--- src/rtl/event_generation.sv ---
// Forwarded IO clock generator: builds a programmable-rate clock on a
// pos/neg pin pair from the system clock, either free-running or as a burst
// of N cycles. It never truncates a pulse when it stops, and it emits one-cycle
// strobes aligned with the pin transitions so that transmit data can launch
// on them.

package common_p;
    typedef struct packed {
        logic clk;
        logic rst;
    } clk_dom;
endpackage

package clks_alot_p;
    typedef struct packed {
        logic pos;
        logic neg;
    } recovery_pins_s;
endpackage

module event_generation #(
    parameter int HALF_W = 8,
    parameter int CNT_W  = 16
) (
    input  common_p::clk_dom            sys_dom_i,
    input  logic                        generation_en_i,
    input  logic                        polarity_select_i,
    input  logic                        diff_mode_i,
    input  logic                        idle_level_i,
    input  logic [HALF_W-1:0]           half_period_i,
    input  logic [CNT_W-1:0]            cycle_limit_i,
    output clks_alot_p::recovery_pins_s io_clk_o,
    output logic                        leading_edge_o,
    output logic                        trailing_edge_o,
    output logic                        active_o,
    output logic                        done_o
);

    typedef enum logic [1:0] {
        ST_IDLE = 2'd0,
        ST_RUN  = 2'd1,
        ST_DONE = 2'd2
    } state_e;

    logic clk;
    logic rst;
    assign clk = sys_dom_i.clk;
    assign rst = sys_dom_i.rst;

    state_e                      state_q, state_d;
    logic                        prim_q, prim_d;
    logic [HALF_W-1:0]           half_cnt_q, half_cnt_d;
    logic [CNT_W-1:0]            cyc_cnt_q, cyc_cnt_d;
    logic                        pol_q, pol_d;
    logic                        diff_q, diff_d;
    logic                        idle_q, idle_d;
    logic [HALF_W-1:0]           half_q, half_d;
    logic [CNT_W-1:0]            limit_q, limit_d;
    clks_alot_p::recovery_pins_s pins_q, pins_d;
    logic                        lead_q, lead_d;
    logic                        trail_q, trail_d;
    logic                        active_q, active_d;
    logic                        done_q, done_d;
    logic [CNT_W-1:0]            cyc_next;

    // Primary/secondary to pos/neg mapping; secondary is ~primary only in differential mode.
    function automatic clks_alot_p::recovery_pins_s map_pins(input logic prim,
                                                             input logic diff,
                                                             input logic pol);
        logic                        sec;
        clks_alot_p::recovery_pins_s p;
        sec   = diff ? ~prim : 1'b0;
        p.pos = pol ? prim : sec;
        p.neg = pol ? sec : prim;
        return p;
    endfunction

    // Next-state logic: IDLE tracks the live inputs as the config-to-be, RUN/DONE hold the latched copy.
    always_comb begin
        state_d    = state_q;
        prim_d     = prim_q;
        half_cnt_d = half_cnt_q;
        cyc_cnt_d  = cyc_cnt_q;
        pol_d      = pol_q;
        diff_d     = diff_q;
        idle_d     = idle_q;
        half_d     = half_q;
        limit_d    = limit_q;
        lead_d     = 1'b0;
        trail_d    = 1'b0;
        done_d     = 1'b0;
        active_d   = active_q;
        cyc_next   = (cyc_cnt_q == {CNT_W{1'b1}}) ? cyc_cnt_q : cyc_cnt_q + CNT_W'(1);

        case (state_q)
            ST_IDLE: begin
                pol_d   = polarity_select_i;
                diff_d  = diff_mode_i;
                idle_d  = idle_level_i;
                half_d  = half_period_i;
                limit_d = cycle_limit_i;
                prim_d  = idle_level_i;
                if (generation_en_i) begin
                    state_d    = ST_RUN;
                    prim_d     = ~idle_level_i;
                    lead_d     = 1'b1;
                    active_d   = 1'b1;
                    half_cnt_d = '0;
                    cyc_cnt_d  = '0;
                end
            end
            ST_RUN: begin
                if (half_cnt_q == half_q) begin
                    half_cnt_d = '0;
                    if (prim_q != idle_q) begin
                        // End of the active phase: always completes, enable is ignored here.
                        prim_d    = idle_q;
                        trail_d   = 1'b1;
                        cyc_cnt_d = cyc_next;
                        if ((limit_q != '0) && (cyc_next == limit_q)) begin
                            done_d   = 1'b1;
                            state_d  = ST_DONE;
                            active_d = 1'b0;
                        end
                    end else if (!generation_en_i) begin
                        // Stop only where a new pulse would begin; pin is already idle.
                        state_d  = ST_IDLE;
                        active_d = 1'b0;
                    end else begin
                        prim_d = ~idle_q;
                        lead_d = 1'b1;
                    end
                end else begin
                    half_cnt_d = half_cnt_q + HALF_W'(1);
                end
            end
            ST_DONE: begin
                prim_d = idle_q;
                if (!generation_en_i) begin
                    state_d = ST_IDLE;
                end
            end
            default: begin
                state_d  = ST_IDLE;
                active_d = 1'b0;
            end
        endcase

        pins_d = map_pins(prim_d, diff_d, pol_d);
    end

    // State, config and registered outputs; reset parks everything at zero immediately.
    always_ff @(posedge clk or posedge rst) begin
        if (rst) begin
            state_q    <= ST_IDLE;
            prim_q     <= 1'b0;
            half_cnt_q <= '0;
            cyc_cnt_q  <= '0;
            pol_q      <= 1'b0;
            diff_q     <= 1'b0;
            idle_q     <= 1'b0;
            half_q     <= '0;
            limit_q    <= '0;
            pins_q     <= '0;
            lead_q     <= 1'b0;
            trail_q    <= 1'b0;
            active_q   <= 1'b0;
            done_q     <= 1'b0;
        end else begin
            state_q    <= state_d;
            prim_q     <= prim_d;
            half_cnt_q <= half_cnt_d;
            cyc_cnt_q  <= cyc_cnt_d;
            pol_q      <= pol_d;
            diff_q     <= diff_d;
            idle_q     <= idle_d;
            half_q     <= half_d;
            limit_q    <= limit_d;
            pins_q     <= pins_d;
            lead_q     <= lead_d;
            trail_q    <= trail_d;
            active_q   <= active_d;
            done_q     <= done_d;
        end
    end

    assign io_clk_o        = pins_q;
    assign leading_edge_o  = lead_q;
    assign trailing_edge_o = trail_q;
    assign active_o        = active_q;
    assign done_o          = done_q;

endmodule
--- config.mk ---
export PLATFORM = sky130hd
export DESIGN_NAME = event_generation
export DESIGN_NICKNAME = d
export VERILOG_FILES = /design/src/rtl/event_generation.sv
export SDC_FILE = /design/constraint.sdc
export NUM_CORES = 1
export LEC_CHECK = 0
export ABC_AREA = 1
export ABC_CLOCK_PERIOD_IN_PS = 2900
export CORE_MARGIN = 2
export CORE_UTILIZATION = 30
export DETAILED_ROUTE_END_ITERATION = 16
export SLEW_MARGIN = 20
export SYNTH_ARGS = -nofsm -noshare
export SYNTH_HDL_FRONTEND = slang
export SYNTH_SLANG_ARGS = --single-unit
export TNS_END_PERCENT = 100
--- constraint.sdc ---
create_clock -name sys_dom_i -period 2.9 [get_ports sys_dom_i]
set_input_delay 0.435 -clock sys_dom_i [delete_from_list [all_inputs] [get_ports sys_dom_i]]
set_output_delay 0.435 -clock sys_dom_i [all_outputs]
set_load 0.05 [all_outputs]
* Yosys cells after proc, flatten, opt, wreduce, memory -nomap -nowiden *
Index checks and enable logic that the tools add are counted.

operators by class
  bitwise operators = 4
  equality and inequality tests = 11
  $add $sub $neg = 2
  reduce and logical (&&, ||, !) cells = 8
  multiplexer cells = 41

operators with widths
  operator                 count
  $mux W16                 4
  $pmux W16 S2             1
  $mux W1                  24
  $add A16 B1 Y16 const B  1
  $eq A16 B16 Y1           1
  $eq A16 B16 Y1 const B   1
  $mux W8                  2
  $pmux W8 S2              1
  $reduce_bool A16 Y1      1
  $mux W2                  5
  $add A8 B1 Y8 const B    1
  $eq A8 B8 Y1             1
  $ne A2 B2 Y1 const B     3
  $ne A3 B3 Y1 const B     2
  $pmux W1 S3              2
  $pmux W2 S3              1
  $reduce_and A5 Y1        1
  $not A1 Y1               4
  $reduce_and A4 Y1        1
  $reduce_and A3 Y1        1
  $eq A2 B1 Y1 const B     1
  $eq A2 B2 Y1 const B     1
  $logic_not A2 Y1         1
  $pmux W1 S2              1
  other kinds (4)          4

word-level totals
  flip-flop bits (word level) = 60
  input bits = 30
  logic and storage cells = 81
  output and inout bits = 6

* Longest topological paths before layout *
  depth in word-level cells = 8
  depth in mapped cells = 18
  gate-level depth less buffers = 18

* Worst setup path before layout *
No wires, ideal clock.

  kind = reg2reg
  start = register cyc_cnt_q[0]
  end = register active_q (netlist: active_o)
  library setup time = 119 ps
  data required time = 2781 ps
  slack = 902 ps
  cell stages (with the launch flop) = 17
  clock period less this slack = 1998 ps
  data arrival time = 1879 ps
  path buffers = 1
  path through = dfrtp_1 ha_1 nand2_2 nor2_4 nand2_4 nor2_8 inv_2 buf_6 nand2_4 xor2_2 nand3_1 nor2_2 nand3_2 nand2_2 nand3_1 nand2_1 nand2_1

on the way
  longest elaborated chain between the ends = 6
  elaborated cells on any way between the ends = 7
  classes of those cells = add/sub (1); eq/ne (3); mux (1); reduce/logical (2)

ends and longest elaborated chain
  element                                                   RTL line  source
  from (decl)                                               53        logic [CNT_W-1:0] cyc_cnt_q, cyc_cnt_d;
  from (signal assigned)                                    173       cyc_cnt_q <= cyc_cnt_d;
  $add A16 B1 Y16 / $eq A16 B16 Y1 (equally long branches)  93        cyc_next = (cyc_cnt_q == {CNT_W{1'b1}}) ? cyc_cnt_q : cyc_cnt_q + CNT_W'(1);
  $mux W16 (*)                                              93
  $eq A16 B16 Y1 (*)                                        120       if ((limit_q != '0) && (cyc_next == limit_q)) begin
  $logic_and A1 B1 Y1 (*)                                   120
  $ne A3 B3 Y1 (no line) (*)                                --
  $reduce_and A5 Y1 (no line) (*)                           --
  to (signal assigned)                                      182       active_q <= active_d;
  to (decl)                                                 62        logic active_q, active_d;

Every way passes the cells marked *; elsewhere a longest branch is shown, timed or not.
A chain may end at the register's enable or synchronous reset.

* Final worst setup path *
Ends and elaborated chain as after synthesis.

==> metrics.yaml <==
synthSimpleGateAreaFrac_pct: 33.63
final_cells: 736
clk_pin_slew_worst_paths_ns: 0.05
dr.pass1.iters: 5
postCtsSetupBuffers: 0
antennaDiodeCount: 0
synth_seq_area_share_pct: 43.76
dr_total_vias: 3564
fill_cells: 1096
p_leak_nw: 2.213
path_buf_inv: 2
report.final.hold_viol_count: 0
max-vdd-ir-drop_mv: 0.7099
path_class: "register to register"
synthToLayoutAreaGrowth_pct: 47.26
yosys-top-cells-area: "dfrtp_1, nand2_1, inv_1"
cp_max_fo: 12
place_area_mm2: 0.003953
io_buffer_count: 34
yosys_warnings: 0
rows: 39
outcome: "completed"
period_needed_ns: 2.381
cts_resized: 0
crit_top_cell: "nand2_1"
die_w_um: 110.9
insertion_delay_ns: 0.33
synth.top_cell.area_share_pct: 43.76
synth_seq_cells: 60
synthAdderAreaFrac_pct: 0.7294
synthMuxAreaShare_pct: 0
min_path_type: "register to register"
die-area_mm2: 0.01231
slowest_delay_ns: 0.39
setup-violations-final: 0
gp_congestion: 0.8839
design_area_mm2: 0.005052
syn_area_per_cell_um2: 7.269
fin_util_pct: 44.82
wire_per_inst_um: 13.22
grt_usage_pct: 17.38
gr-total-overflow: 0
core_mm2: 0.01127
synthCells: 472
critical_path.cell_chain: "ha_1 -> nand2_2 -> nor2_4 -> nand2_4 -> nor2_8 -> inv_2 -> nand2_1 -> inv_1 -> nand2_1 -> nand2_1 -> nor2_1 -> nand2_1 -> nor2_1 -> nand3_2 -> nand2_2 -> nand3_1 -> nand2_1 -> nand2_1"
end_kind: "register"
netlist_area_mm2: 0.003431
cts_tree: "built"
chipHeight_um: 110.9
synth_top_family_by_area: "simple AND/OR/NAND/NOR gates"
ant_nets: 0
dp_hpwl_um: 6385
pin_count: 36
cp.required_ns: 3.13
synth_compound_area_share_pct: 9.263
postCtsHoldBufs: 0
rsz0062_at_grt: "no"
maxCapViolCount: 0
drc: 0
synth_xor_area_share_pct: 4.048
initial_core_util_pct: 30.44
startpoint_type: "register"
cp.arrival_ns: 2.61
slowest_stage: "dfrtp_1"
setup_tns_ns: 0
routed_wl_um: 9727
timing.final.crit_share_pct: 82.12
fin_worst_skew_ns: 0.004191
power_density_mw_per_mm2: 1450
drt_iter0_markers: 204
yosysTopAreaCell: "dfrtp_1"
synth_nets: 504
max-slew-margin-rel_pct: 65.74
tightest_slew_ns: 0.5123
crit_family: "simple AND/OR/NAND/NOR gates"
first_global_vias: 3782
max_freq_mhz: 419.9
drv_slew: 0
dpl.cell_count: 645
synth_cell_types: 34
via_per_inst: 4.842
grt_max_degree: 48
grt_pass1_wl_um: 16430
antenna_found_initial: 0
nNetsFinal: 613
drive_gt1_share_pct: 20.40
[power breakdown]
group / total [W] / internal (W) / switching [W]
logic: 0.00243 / 0.000828 / 0.00160
registers: 0.00148 / 0.00110 / 0.000379
clock network: 0.00341 / 0.00172 / 0.00169
total: 0.00732 / 0.00365 / 0.00367
[final timing paths]
path                                          start                        end  slack (ns)  cells past startpoint
max in group asynchronous              sys_dom_i[0]   cyc_cnt_q[2]$_DFFE_PP0P_        1.56                      3
min reg2reg                        diff_q$_DFF_PP0_           diff_q$_DFF_PP0_        0.47                      2
max reg2reg                cyc_cnt_q[0]$_DFFE_PP0P_       active_o$_DFFE_PP0P_        0.52                     18
min in group asynchronous              sys_dom_i[0]  cyc_cnt_q[12]$_DFFE_PP0P_        1.24                      3
max                        cyc_cnt_q[0]$_DFFE_PP0P_       active_o$_DFFE_PP0P_        0.52                     18
min                                diff_q$_DFF_PP0_           diff_q$_DFF_PP0_        0.47                      2
[placed cells by master (no fill, tap or decap), drive strengths merged, types with 9 or more instances in the layout]
cell / instances
nand2: 157
inv: 69
clkinvlp: 63
dfrtp: 60
nor2: 50
o21ai: 37
nand3: 36
clkdlybuf4s50: 34
clkbuf: 21
xor2: 14
nand4: 9
[kinds of logic after synthesis]
kind of cell	after synthesis
flip-flops	60
adder cells (fa/ha/maj)	2
AO/OA/AOI/OAI	58
buffers and inverters	75
XOR/XNOR	15
AND/OR/NAND/NOR	262
[routing by layer]
layer  GRT usage [%]  vias up  routed length (um)
met3           9.787       27                 635
met2           24.42      109                4524
met1           18.85     1699                4287
li1                -     1729                   -
met4           14.58        0                 278
met5               0        -                   0
[through the flow]
| step | worst slack (ns) | hold slack, ns | total power (W) |
|---|---|---|---|
| 2_1_floorplan | 0.8199 | 0.4386 | 0.003432 |
| 3_3_place_gp | 0.5171 | 0.4605 | 0.004070 |
| 3_5_place_dp | 0.4988 | 0.4679 | 0.004112 |
| 4_1_cts | 0.5485 | 0.4821 | 0.007420 |
| 5_1_grt | 0.2714 | 0.5047 | 0.007963 |
| 6_report | 0.5187 | 0.4730 | 0.007324 |
[cell type report]
class | count | area (um2) | area share (%)
Timing Repair Buffer | 39 | 377.9 | 7.479
Clock buffer | 21 | 471.7 | 9.336
Multi-Input combinational cell | 337 | 1643 | 32.52
Sequential cell | 60 | 1501 | 29.72
Clock inverter | 71 | 635.6 | 12.58
Tap cell | 143 | 178.9 | 3.541
Inverter | 65 | 244.0 | 4.829
[tightest hold or removal path: stages, from the launching register on]
cell     delay, ns
dfrtp_1       0.32
nand2_1       0.05
nand2_1       0.07
[registers in the layout, indices dropped and copies added (netlist names), 2 cells and up]
| register | count |
|---|---|
| half_cnt_q | 8 |
| half_q | 8 |
| cyc_cnt_q | 16 |
| state_q | 2 |
| io_clk_o | 2 |
| limit_q | 16 |
[cells in the mapped netlist]
master	number
ha_1	2
a21oi_1	7
nand3b_1	1
nor2_2	4
inv_1	60
a211oi_1	1
nor2_1	42
nand4_1	9
xnor2_1	1
buf_4	1
nor3_1	6
xor2_2	1
o21ai_0	34
nand3_2	2
a21oi_2	1
nand3_1	34
clkbuf_1	6
o21ai_1	3
nor2_4	3
or2_2	1
nor2_8	1
dfrtp_1	60
nand2_4	2
nand2_2	4
o31ai_1	2
nor4_1	2
buf_6	1
o22ai_1	8
inv_2	6
o21bai_1	1
xor2_1	13
a221oi_1	1
buf_2	1
nand2_1	151
Power figures use the tool's default switching activity.
